### config.mk
export PLATFORM = sky130hd
export DESIGN_NAME = bp_update_ctrl
export DESIGN_NICKNAME = d
export VERILOG_FILES = /design/src/rtl/bp_update_ctrl.sv
export SDC_FILE = /design/constraint.sdc
export NUM_CORES = 1
export LEC_CHECK = 0
export BUFFER_PORTS_ARGS = -buffer_cell sky130_fd_sc_hd__buf_4
export CAP_MARGIN = 10
export CORE_UTILIZATION = 30
export DETAILED_ROUTE_END_ITERATION = 16
export GPL_ROUTABILITY_DRIVEN = 0
export SLEW_MARGIN = 10
export SYNTH_ARGS = -nofsm -noshare
export SYNTH_HDL_FRONTEND = slang
export SYNTH_SLANG_ARGS = --single-unit
### constraint.sdc
create_clock -name clk -period 2.7 [get_ports clk]
set_input_delay 0.135 -clock clk [delete_from_list [all_inputs] [get_ports clk]]
set_output_delay 0.135 -clock clk [all_outputs]
set_load 0.03 [all_outputs]
### src/rtl/bp_update_ctrl.sv
`default_nettype none
// ============================================================================
// Module      : bp_update_ctrl
// Description : Update and initialisation controller for the tournament
//               branch predictor tables (local PHT, global PHT, selector PHT).
//               Resolved branches are buffered in a small FIFO and serialised
//               into read-modify-write sequences on the shared table update
//               port. This block also owns the global history register.
//               After reset every table index is written with its initial
//               counter value before any update is serviced.
// Revision    : 1.0 - initial release
// ----------------------------------------------------------------------------
// Ports:
//   clk            in   rising-edge clock
//   rstn           in   asynchronous active-low reset
//   upd_valid      in   resolved branch presented by execute stage
//   upd_idx        in   local/selector index of the branch
//   upd_taken      in   resolved direction
//   upd_stall      out  FIFO full, push refused this cycle
//   init_busy      out  table initialisation in progress
//   ghist          out  global history register
//   tbl_en/tbl_we  out  update-port enable / write enable
//   tbl_addr_loc   out  local and selector table address
//   tbl_addr_glb   out  global table address
//   tbl_wdata_*    out  counter write data (loc, glb, sel)
//   tbl_rdata_*    in   counter read data, valid 1 cycle after read enable
// ============================================================================
module bp_update_ctrl #(
  parameter int         IDX_W      = 10,
  parameter int         FIFO_DEPTH = 4,
  parameter logic [1:0] INIT_CNT   = 2'd1,
  parameter logic [1:0] INIT_SEL   = 2'd2
) (
  input  logic             clk,
  input  logic             rstn,
  input  logic             upd_valid,
  input  logic [IDX_W-1:0] upd_idx,
  input  logic             upd_taken,
  output logic             upd_stall,
  output logic             init_busy,
  output logic [IDX_W-1:0] ghist,
  output logic             tbl_en,
  output logic             tbl_we,
  output logic [IDX_W-1:0] tbl_addr_loc,
  output logic [IDX_W-1:0] tbl_addr_glb,
  output logic [1:0]       tbl_wdata_loc,
  output logic [1:0]       tbl_wdata_glb,
  output logic [1:0]       tbl_wdata_sel,
  input  logic [1:0]       tbl_rdata_loc,
  input  logic [1:0]       tbl_rdata_glb,
  input  logic [1:0]       tbl_rdata_sel
);

  localparam int                c_PTR_W = $clog2(FIFO_DEPTH);
  localparam logic [c_PTR_W:0]  c_FULL  = (c_PTR_W+1)'(FIFO_DEPTH);

  typedef enum logic [1:0] {
    S_INIT = 2'd0,
    S_IDLE = 2'd1,
    S_RD   = 2'd2,
    S_WB   = 2'd3
  } state_t;

  state_t             r_state;
  state_t             w_state_nxt;
  logic [IDX_W-1:0]   r_init_cnt;
  logic [IDX_W-1:0]   r_ghist;
  logic [IDX_W-1:0]   r_idx;
  logic [IDX_W-1:0]   r_gaddr;
  logic               r_taken;

  logic [IDX_W-1:0]   r_fifo_idx [FIFO_DEPTH];
  logic [FIFO_DEPTH-1:0] r_fifo_tkn;
  logic [c_PTR_W-1:0] r_wr_ptr;
  logic [c_PTR_W-1:0] r_rd_ptr;
  logic [c_PTR_W:0]   r_count;

  logic               w_push;
  logic               w_pop;
  logic [IDX_W-1:0]   w_head_idx;
  logic               w_lc;
  logic               w_gc;
  logic [1:0]         w_new_loc;
  logic [1:0]         w_new_glb;
  logic [1:0]         w_new_sel;

  function automatic logic [1:0] f_sat_step(input logic [1:0] v, input logic up);
    if (up) return (v == 2'd3) ? v : v + 2'd1;
    else    return (v == 2'd0) ? v : v - 2'd1;
  endfunction

  // Stall is a pure decode of the registered count; a same-cycle pop does
  // not free a slot for the incoming push.
  assign upd_stall  = (r_count == c_FULL);
  assign w_push     = upd_valid & ~upd_stall;
  assign w_pop      = (r_state == S_IDLE) && (r_count != '0);
  assign w_head_idx = r_fifo_idx[r_rd_ptr];
  assign ghist      = r_ghist;

  // Read data is sampled in WB, one cycle after the RD wait cycle.
  assign w_lc      = (tbl_rdata_loc[1] == r_taken);
  assign w_gc      = (tbl_rdata_glb[1] == r_taken);
  assign w_new_loc = f_sat_step(tbl_rdata_loc, r_taken);
  assign w_new_glb = f_sat_step(tbl_rdata_glb, r_taken);

  always_comb begin
    w_new_sel = tbl_rdata_sel;
    if (w_lc && !w_gc)      w_new_sel = f_sat_step(tbl_rdata_sel, 1'b0);
    else if (w_gc && !w_lc) w_new_sel = f_sat_step(tbl_rdata_sel, 1'b1);
  end

  // FIFO storage carries no reset; validity is tracked by r_count alone.
  always_ff @(posedge clk) begin
    if (w_push) begin
      r_fifo_idx[r_wr_ptr] <= upd_idx;
      r_fifo_tkn[r_wr_ptr] <= upd_taken;
    end
  end

  always_ff @(posedge clk or negedge rstn) begin
    if (!rstn) begin
      r_wr_ptr <= '0;
      r_rd_ptr <= '0;
      r_count  <= '0;
    end else begin
      if (w_push) r_wr_ptr <= r_wr_ptr + 1'b1;
      if (w_pop)  r_rd_ptr <= r_rd_ptr + 1'b1;
      unique case ({w_push, w_pop})
        2'b10:   r_count <= r_count + 1'b1;
        2'b01:   r_count <= r_count - 1'b1;
        default: r_count <= r_count;
      endcase
    end
  end

  always_ff @(posedge clk or negedge rstn) begin
    if (!rstn) begin
      r_state    <= S_INIT;
      r_init_cnt <= '0;
      r_ghist    <= '0;
      r_idx      <= '0;
      r_gaddr    <= '0;
      r_taken    <= 1'b0;
    end else begin
      r_state <= w_state_nxt;
      if (r_state == S_INIT) r_init_cnt <= r_init_cnt + 1'b1;
      if (w_pop) begin
        r_idx   <= w_head_idx;
        r_taken <= r_fifo_tkn[r_rd_ptr];
        r_gaddr <= r_ghist;
      end
      if (r_state == S_WB) r_ghist <= {r_ghist[IDX_W-2:0], r_taken};
    end
  end

  always_comb begin
    w_state_nxt   = r_state;
    init_busy     = 1'b0;
    tbl_en        = 1'b0;
    tbl_we        = 1'b0;
    tbl_addr_loc  = '0;
    tbl_addr_glb  = '0;
    tbl_wdata_loc = 2'd0;
    tbl_wdata_glb = 2'd0;
    tbl_wdata_sel = 2'd0;
    unique case (r_state)
      S_INIT: begin
        init_busy     = 1'b1;
        tbl_en        = 1'b1;
        tbl_we        = 1'b1;
        tbl_addr_loc  = r_init_cnt;
        tbl_addr_glb  = r_init_cnt;
        tbl_wdata_loc = INIT_CNT;
        tbl_wdata_glb = INIT_CNT;
        tbl_wdata_sel = INIT_SEL;
        if (r_init_cnt == '1) w_state_nxt = S_IDLE;
      end
      S_IDLE: begin
        if (w_pop) begin
          tbl_en       = 1'b1;
          tbl_addr_loc = w_head_idx;
          tbl_addr_glb = r_ghist;
          w_state_nxt  = S_RD;
        end
      end
      S_RD: begin
        w_state_nxt = S_WB;
      end
      S_WB: begin
        tbl_en        = 1'b1;
        tbl_we        = 1'b1;
        tbl_addr_loc  = r_idx;
        tbl_addr_glb  = r_gaddr;
        tbl_wdata_loc = w_new_loc;
        tbl_wdata_glb = w_new_glb;
        tbl_wdata_sel = w_new_sel;
        w_state_nxt   = S_IDLE;
      end
      default: w_state_nxt = S_INIT;
    endcase
    // State resets to INIT, which would otherwise drive init writes while
    // reset is still held; the port stays quiet until rstn is released.
    if (!rstn) begin
      tbl_en        = 1'b0;
      tbl_we        = 1'b0;
      tbl_addr_loc  = '0;
      tbl_addr_glb  = '0;
      tbl_wdata_loc = 2'd0;
      tbl_wdata_glb = 2'd0;
      tbl_wdata_sel = 2'd0;
    end
  end

endmodule
`default_nettype wire
==> results.toml, run 1 <==
[grt]
grt_pass1_wl_mm = 15.3
grt_overflow = 0
grt_use_met1 = 0.175
use_met3 = 0.0225
antenna_found_initial = 0
top_usage_layer = "met2"
grt_max_degree = 34
grt.total_usage = 0.137
met2_usage = 0.226
grt_pass1_vias = 2947

[drt]
drc = 0
routed_wl_mm = 9.36
via_count = 2799
drtIter0Drc = 170
vias_per_cell = 4.67
postRouteAntennaNets = 0
drt_first_pass_iters = 4
avgRoutedWirePerCell_um = 15.6

[yosys]
synth_top_family_by_area = "simple AND/OR/NAND/NOR gates"
syn_area_mm2 = 0.00433
synth.most_common_cell = "nand2_1"
yosys.area_share.simple = 0.112
synthCells = 343
synth_compound_area_frac = 0.0803
synth_top_area_frac = 0.305
synthAdderAreaFrac = 0.0410
synthArstFlopShare = 0.532
synth-seq-cells = 94
synthDistinctLibCells = 41
synth_edf_count = 44
ys_seq_area_frac = 0.594
syn_nets = 375
synthTopCellsByCount = "nand2_1 (71), dfrtp_1 (50), edfxtp_1 (44)"
synth_top_cell_by_area = "edfxtp_1"
syn_avg_cell_area_um2 = 12.6
synth_mux_area_frac = 0.0991
yosysWarnings = 0
synthTopCellsByArea = "edfxtp_1 (31%), dfrtp_1 (29%), nand2_1 (6.2%), mux4_2 (4.2%), ha_1 (3.2%)"
synth-xor-area-share = 0.0324
synth-main-ff-cell = "dfrtp_1"

[floorplan]
rows = 43
dieArea_mm2 = 0.0149
die_x_um = 122
pin_count = 60
design.core.area_mm2 = 0.0140
die_height_um = 122
initial_core_util = 0.309

[clocking]
cts_resized = 0
postCtsSetupBuffers = 0
cts-buffers-inserted = 9
cts_max_level = 3
clkSlewWorstSetupHoldPaths_ns = 0.07
clock-sinks = 94
clk_latency_ns = 0.34
clockBufferDepth = 2
tritoncts = "yes"
clockRootBuffer = "clkbuf_16"

[sta]
slew_viol_final = 0
setup_viol = 0
hold_viol = 0
rsz0062_at_grt = "false"
tightest_slew_ns = 0.617
period_share = 0.897
slew_headroom = 0.588
max_freq_mhz = 413
setup_tns_ns = 0
period_needed_ns = 2.42
skew_ns = 0.00860

[place]
dpl.hpwl_mm = 6.58
dp_cells = 571
portBuffers = 59

[cells_and_area]
nFillCells = 1355
diodes = 0
final_nets = 446
fin_cells = 599
drive_above_1_share = 0.294
syn_to_final_growth_pct = 23.8

[setup_path]
required_ns = 2.57
cp.arrival_ns = 2.29
start_kind = "input pin"
endpoint_kind = "output pin"
worst-path-max-fanout = 33
criticalPathCategory = "in2out"

[power_and_ir_drop]
peakVddDrop_v = 0.000254
power.density_mw_per_mm2 = 639
p_leak_uw = 0.00232

[worst_hold_path]
hold_class = "in2reg"

[run_status]
status = "completed"

[job]
cap_violations = 0
==> flip-flops by register name (all words and copies together) (netlist names), 3 cells and up <==
signal and cells:
r_gaddr 10, r_idx 10, r_count 3, r_fifo_tkn 4, ghist 10, r_fifo_idx 40
r_init_cnt 10
==> worst max-delay path, stage by stage <==
cell	delay (ns)
dlygate4sd3_1	0.54
buf_4	0.39
nand2b_1	0.41
buf_4	0.32
a21oi_1	0.25
buf_4	0.22
==> cell type report <==
type,instances,area (um^2),area share
timing repair buffer,79,623,0.116
clock buffer,9,225,0.0420
sequential,94,2570,0.480
inverter,14,55.1,0.0103
multi-input combinational,216,1580,0.295
clock inverter,7,75.1,0.0140
tap,180,225,0.0420
==> final timing paths <==
path,start,cells past startpoint,slack [ns],end
max in group asynchronous,rstn,3,1.77,r_gaddr[0]
max,rstn,6,0.28,tbl_addr_loc[0]
min reg2reg,r_idx[5],2,0.48,r_idx[5]
min in group asynchronous,rstn,2,0.30,ghist[1]
max reg2reg,r_state[1],10,0.50,r_count[2]
min,upd_valid,3,0.20,r_wr_ptr[0]
==> stage by stage <==
step           power [uW]  hold slack [ns]   util  worst slack (ns)  instance area [um^2]
6_report             3420            0.196  0.383             0.278                  5360
5_1_grt              3590            0.203  0.383             0.107                  5360
4_1_cts              3480            0.185  0.383             0.255                  5360
3_5_place_dp         2200            0.110  0.353             0.479                  4940
3_3_place_gp         2170            0.104  0.353             0.554                  4940
2_1_floorplan        2030           -0.161      -             0.570                  4330
==> placed cells by master, fill, tap and decap left out, types with 11 or more instances in the layout <==
master	count
a21oi_1	19
dfrtp_1	50
ha_1	11
dlygate4sd3_1	12
nand2_1	71
inv_1	13
a22oi_1	18
buf_4	67
edfxtp_1	44
mux2_2	12
==> cells by family (layout without fill, tap and decap cells) <==
group                      Yosys count  after routing
and+or+nand+nor                    107            107
DFF                                 94             94
AOI/OAI and AO/OA                   53             53
buffers and inverters               33            109
muxes                               26             26
xor gates and xnor gates            16             16
adders and majority gates           14             14
==> layer usage <==
layer	vias up	wire length, um	share of wire
met1	1381	4260	0.45
met3	11	342	0.037
met5	-	0	0
met2	57	4600	0.49
li1	1350	-	-
met4	0	157	0.017
==> report_power, final <==
| group | total, uW | switching [uW] | internal, uW |
|---|---|---|---|
| logic | 427 | 260 | 167 |
| registers | 1740 | 55.0 | 1690 |
| clock network | 1260 | 598 | 657 |
| total | 3420 | 913 | 2510 |
==> what timing repair did <==
item / in CTS / in global routing
hold endpoints to repair: 74 / 0
endpoints found under the setup margin: 0 / 0
hold buffers: 12 / 0
No activity file was read; power rests on OpenSTA's default activity.
==> run 2, diff against run 1 <==
--- a/config.mk
+++ b/config.mk
@@ -7,6 +7,7 @@
 export LEC_CHECK = 0
 export BUFFER_PORTS_ARGS = -buffer_cell sky130_fd_sc_hd__buf_4
 export CAP_MARGIN = 10
+export CORE_ASPECT_RATIO = 0.5
 export CORE_UTILIZATION = 30
 export DETAILED_ROUTE_END_ITERATION = 16
 export GPL_ROUTABILITY_DRIVEN = 0
==> run 2 against run 1 <==
Effect of this change: first-iteration DRC count up 10%; sequential share of layout area decreased by 0.078 points; non-clock buffer count up 1; count of clock-buffer cells in the layout grew 2; register-to-register slack improved by 0.15 ns; via count up 1.4%; highest routed layer unchanged.
==> results.toml, run 2 (same netlist as run 1, synthesis figures left out) <==
[setup_path]
criticalPathCategory = "reg2out"
crit_buf_inv = 4
path_common_cell = "buf_4"
path_depth = 8
cp.arrival_ns = 2.07
worst-path-max-fanout = 22
regToRegSetupSlack_ns = 0.65
critPathMaxStageDelay_ns = 0.41
required_ns = 2.57
path_cells = "inv_1 -> ha_1 -> nand2b_1 -> inv_4 -> buf_4 -> nand2_1 -> a31oi_1 -> buf_4"
r2r_start = "r_state[1]"
start_kind = "register"
slowest_stage = "dfrtp_1"
rr_endpoint = "r_count[2]"
crit_family = "buffers and inverters"
endpoint_kind = "output pin"
ff2ff_path_depth = 10

[drt]
drt_first_pass_iters = 4
wl_met1_mm = 4.36
via_count = 2839
wl_met2_mm = 4.61
drc = 0
postRouteAntennaNets = 0
avgRoutedWirePerCell_um = 15.3
top_layer = "met4"
drtIter0Drc = 187
vias_per_cell = 4.64
wl_met3_um = 274
routed_wl_mm = 9.36

[grt]
grt_overflow = 0
antenna_found_initial = 0
grt_pass1_wl_mm = 15.0
grt.total_usage = 0.132
grt_max_degree = 40
grt_pass1_vias = 2900

[cells_and_area]
largest_register = "r_fifo_idx"
syn_to_final_growth_pct = 24.0
final_cell_mix = "nand2_1 (71), buf_4 (68), dfrtp_1 (50), edfxtp_1 (44), a21oi_1 (19)"
drive_above_1_share = 0.293
nFillCells = 1376
final_nets = 447
largest_reg_flops = 40
diodes = 0
layout_commonest_cell = "nand2_1"

[job]
cap_violations = 0

[run_status]
status = "completed"

[sta]
slew_headroom = 0.598
finalWorstSetupSlack_ns = 0.495
skew_ns = 0.00783
tightest_slew_ns = 0.603
period_share = 0.817
slew_viol_final = 0
hold_viol = 0
whs_ns = 0.183
period_needed_ns = 2.20
setup_tns_ns = 0
max_freq_mhz = 454
setup_viol = 0
rsz0062_at_grt = "false"

[clocking]
cts_max_level = 3
cts-buffers-inserted = 9
clock-sinks = 94
clk_latency_ns = 0.34
clkSlewWorstSetupHoldPaths_ns = 0.06
cts_resized = 0
clockBufferDepth = 2
clockRootBuffer = "clkbuf_16"
tritoncts = "yes"

[floorplan]
die_height_um = 86.9
rows = 30
pin_count = 60
initial_core_util = 0.313
die_x_um = 172
dieArea_mm2 = 0.0149
design.core.area_mm2 = 0.0138

[power_and_ir_drop]
p_leak_uw = 0.00232
peakVddDrop_v = 0.000335
power.density_mw_per_mm2 = 632

[place]
dpl_worst_slack_ns = 0.678
dpl.hpwl_mm = 6.40
portBuffers = 59

[worst_hold_path]
hold_class = "in2async"
## run 2: worst max path at each step
stage               start               end  slack, ns
3_3_place_gp   r_state[1]        r_count[2]       0.76
6_report       r_state[1]   tbl_addr_loc[5]       0.50
2_1_floorplan  r_state[0]  tbl_wdata_sel[0]       0.57
5_1_grt        r_state[1]   tbl_addr_glb[0]       0.37
3_5_place_dp   r_state[1]        r_count[2]       0.68
4_1_cts        r_state[1]   tbl_addr_loc[0]       0.45
## run 2: where the power goes
| group | internal [uW] | leakage (uW) | switching (uW) |
|---|---|---|---|
| sequential | 1690 | 0.00108 | 56.0 |
| combinational | 167 | 0.00111 | 264 |
| clock | 661 | 0.000141 | 553 |
## run 2: metrics by stage
step,power [uW],area (um^2),cells,utilization
6_report,3390,5370,612,0.388
5_1_grt,3540,5370,612,0.388
4_1_cts,3430,5370,612,0.388
3_5_place_dp,2200,4960,584,0.359
3_3_place_gp,2180,4960,584,0.359
2_1_floorplan,2030,4330,343,-
## run 2: final cells by class
class	count	area (um^2)	share of cell area
flip-flops and latches	94	2570	0.479
clock buffers	11	243	0.0452
well taps	192	240	0.0448
inverters	14	55.1	0.0103
repair buffers	80	631	0.118
multi-input cells	216	1580	0.295
clock inverters	5	43.8	0.00816
## run 2: timing repair
| item | in CTS | in global routing |
|---|---|---|
| endpoints found under the setup margin | 0 | 0 |
| setup buffers | 0 | 0 |
| hold buffers | 12 | 0 |
| hold endpoints to repair | 55 | 0 |
## run 2: layer usage
layer  vias up  track usage
li1       1348            -
met1      1440        0.167
met2        41        0.224
met3        10       0.0404
met4         0       0.0298
met5         -            0
## run 2: worst register-to-register path: cells and delay by family, from the launching register on
family        cells  cell delay, ns
xor+xnor          2            0.32
fa+ha+maj         3            0.75
flops             1            0.41
simple gates      2            0.24
buf+inv           3            0.25
==> run 3, diff against run 2 <==
==> constraint.sdc (replaced) <==
create_clock -name clk -period 1.8 [get_ports clk]
set_input_delay 0.09 -clock clk [delete_from_list [all_inputs] [get_ports clk]]
set_output_delay 0.09 -clock clk [all_outputs]
set_load 0.03 [all_outputs]
==> run 3 against run 2 <==
Effect of this change: the flow now finishes with violations (setup timing); flip-flop and latch count is the same; sequential power grew 51%; sequential share of layout area is 6.9 points lower; first-iteration DRC count decreased by 27%; utilization is 6.5 points higher; non-clock buffer count up 41; clock skew down 0.0019 ns; power rose by 61%; critical path depth down 3; worst hold slack worse by 0.071 ns.
==> results.toml, run 3 (same netlist as run 1, synthesis figures left out) <==
[place]
portBuffers = 59
dp_cells = 605
dpl.hpwl_mm = 6.64
placed_area_mm2 = 0.00526

[grt]
grt_overflow = 0
antenna_found_initial = 1
grt_pass1_wl_mm = 15.8
grt_pass1_vias = 3005
grt.total_usage = 0.140
grt_max_degree = 49

[cells_and_area]
final_nets = 488
layout_commonest_cell = "buf_4"
syn_to_final_growth_pct = 44.8
largest_reg_flops = 40
largest_register = "r_fifo_idx"
fin_cells = 653
finalInstanceArea_mm2 = 0.00627
diodes = 0
drive_above_1_share = 0.486
final_cell_mix = "buf_4 (68), nand2_1 (62), dfrtp_1 (48), edfxtp_1 (44), buf_6 (29)"
nFillCells = 1269

[clocking]
clock-sinks = 94
tritoncts = "yes"
clkSlewWorstSetupHoldPaths_ns = 0.07
cts-buffers-inserted = 9
clockRootBuffer = "clkbuf_16"
clk_latency_ns = 0.34
cts_max_level = 3
clockBufferDepth = 2

[floorplan]
pin_count = 60
initial_core_util = 0.313
design.core.area_mm2 = 0.0138
die_x_um = 172
dieArea_mm2 = 0.0149
rows = 30
die_height_um = 86.9

[drt]
via_count = 2989
wl_met1_mm = 4.85
avgRoutedWirePerCell_um = 15.8
vias_per_cell = 4.58
drc = 0
wl_met2_mm = 5.06
drt_first_pass_iters = 5
wl_met3_um = 287
top_layer = "met4"
routed_wl_mm = 10.3
drtIter0Drc = 137
postRouteAntennaNets = 0

[sta]
slew_headroom = 0.565
period_share = 1.04
period_needed_ns = 1.87
setup_viol = 16
slew_viol_final = 0
rsz0062_at_grt = "true"
finalWorstSetupSlack_ns = -0.0682
setup_tns_ns = -0.523
max_freq_mhz = 535
tightest_slew_ns = 0.653
hold_viol = 0
skew_ns = 0.00596

[setup_path]
start_kind = "register"
endpoint_kind = "output pin"
critical_path.endpoint = "tbl_addr_loc[4]"
crit_buf_inv = 2
startpoint = "r_rd_ptr[0]"
path_common_cell = "buf_6"
cp.arrival_ns = 1.78
path_cells = "buf_6 -> mux4_2 -> nand2_2 -> a21oi_2 -> buf_6"
required_ns = 1.71
criticalPathCategory = "reg2out"
r2r_start = "r_state[0]"
critPathMaxStageDelay_ns = 0.53
rr_endpoint = "r_count[2]"
ff2ff_path_depth = 10
worst-path-max-fanout = 6
path_depth = 5
regToRegSetupSlack_ns = -0.03
slowest_stage = "mux4_2"
crit_family = "multiplexers"

[power_and_ir_drop]
peakVddDrop_v = 0.000429
power.density_mw_per_mm2 = 873
p_leak_uw = 0.00265

[worst_hold_path]
hold_class = "in2async"

[run_status]
status = "finished, violations left"
violations = "setup timing"

[job]
cap_violations = 0
==> run 3: cell count changes in the layout (fill, tap and decap cells not counted), moves of 4 or more <==
| cell | change |
|---|---|
| a21oi_1 | -16 |
| a21oi_2 | +16 |
| a22oi_1 | -13 |
| a22oi_2 | +13 |
| buf_12 | +6 |
| buf_6 | +29 |
| ha_1 | -4 |
| ha_4 | +4 |
| inv_1 | -4 |
| nand2_1 | -9 |
| nand2_2 | +7 |
==> run 3: cell type report <==
| type | instances | area [um^2] | share of cell area |
|---|---|---|---|
| multi-input cells | 216 | 1870 | 0.298 |
| flip-flops and latches | 94 | 2570 | 0.411 |
| clock buffers | 10 | 229 | 0.0365 |
| clock inverters | 6 | 75.1 | 0.0120 |
| well taps | 192 | 240 | 0.0383 |
| repair buffers | 121 | 1220 | 0.195 |
| inverters | 14 | 62.6 | 0.00998 |
==> run 3: how the worst min path moves through the flow <==
stage | startpoint | endpoint
6_report | rstn | ghist[0]
5_1_grt | rstn | ghist[0]
4_1_cts | rstn | ghist[0]
3_5_place_dp | rstn | ghist[0]
3_3_place_gp | rstn | ghist[0]
2_1_floorplan | rstn | ghist[0]
==> run 3: power breakdown <==
group	internal (uW)	switching, uW	total [uW]
clock	1100	818	1920
combinational	460	477	936
sequential	2530	89.2	2620
==> run 3: worst register-to-register path: stages, from the launching register on <==
cell	delay [ns]
dfrtp_1	0.41
buf_6	0.13
ha_4	0.13
nand2b_4	0.08
inv_8	0.11
ha_4	0.15
inv_2	0.03
fa_2	0.32
xor2_1	0.14
nor2_1	0.12
xor2_1	0.14
==> run 3: timing repair <==
item,CTS,global route
endpoints found under the setup margin,27,28
buffers inserted,11,4
pin swaps,15,13
hold buffers,12,0
gates resized for setup,46,42
gates cloned,2,3
hold endpoints to repair,48,0
==> run 3: through the flow <==
step / utilization / setup WS, ns / hold slack, ns / total power (uW)
3_5_place_dp: 0.381 / -0.0116 / -0.0854 / 3500
3_3_place_gp: 0.381 / 0.0385 / -0.0858 / 3490
2_1_floorplan: - / -0.142 / -0.206 / 3090
4_1_cts: 0.434 / -0.0829 / 0.0920 / 5490
6_report: 0.454 / -0.0682 / 0.112 / 5470
5_1_grt: 0.454 / -0.137 / 0.109 / 5720
==> run 3: per-layer routing <==
| metal | GRT usage | vias to the layer above |
|---|---|---|
| met3 | 0.0291 | 11 |
| met4 | 0.0426 | 0 |
| li1 | - | 1435 |
| met5 | 0 | - |
| met1 | 0.184 | 1494 |
| met2 | 0.234 | 49 |
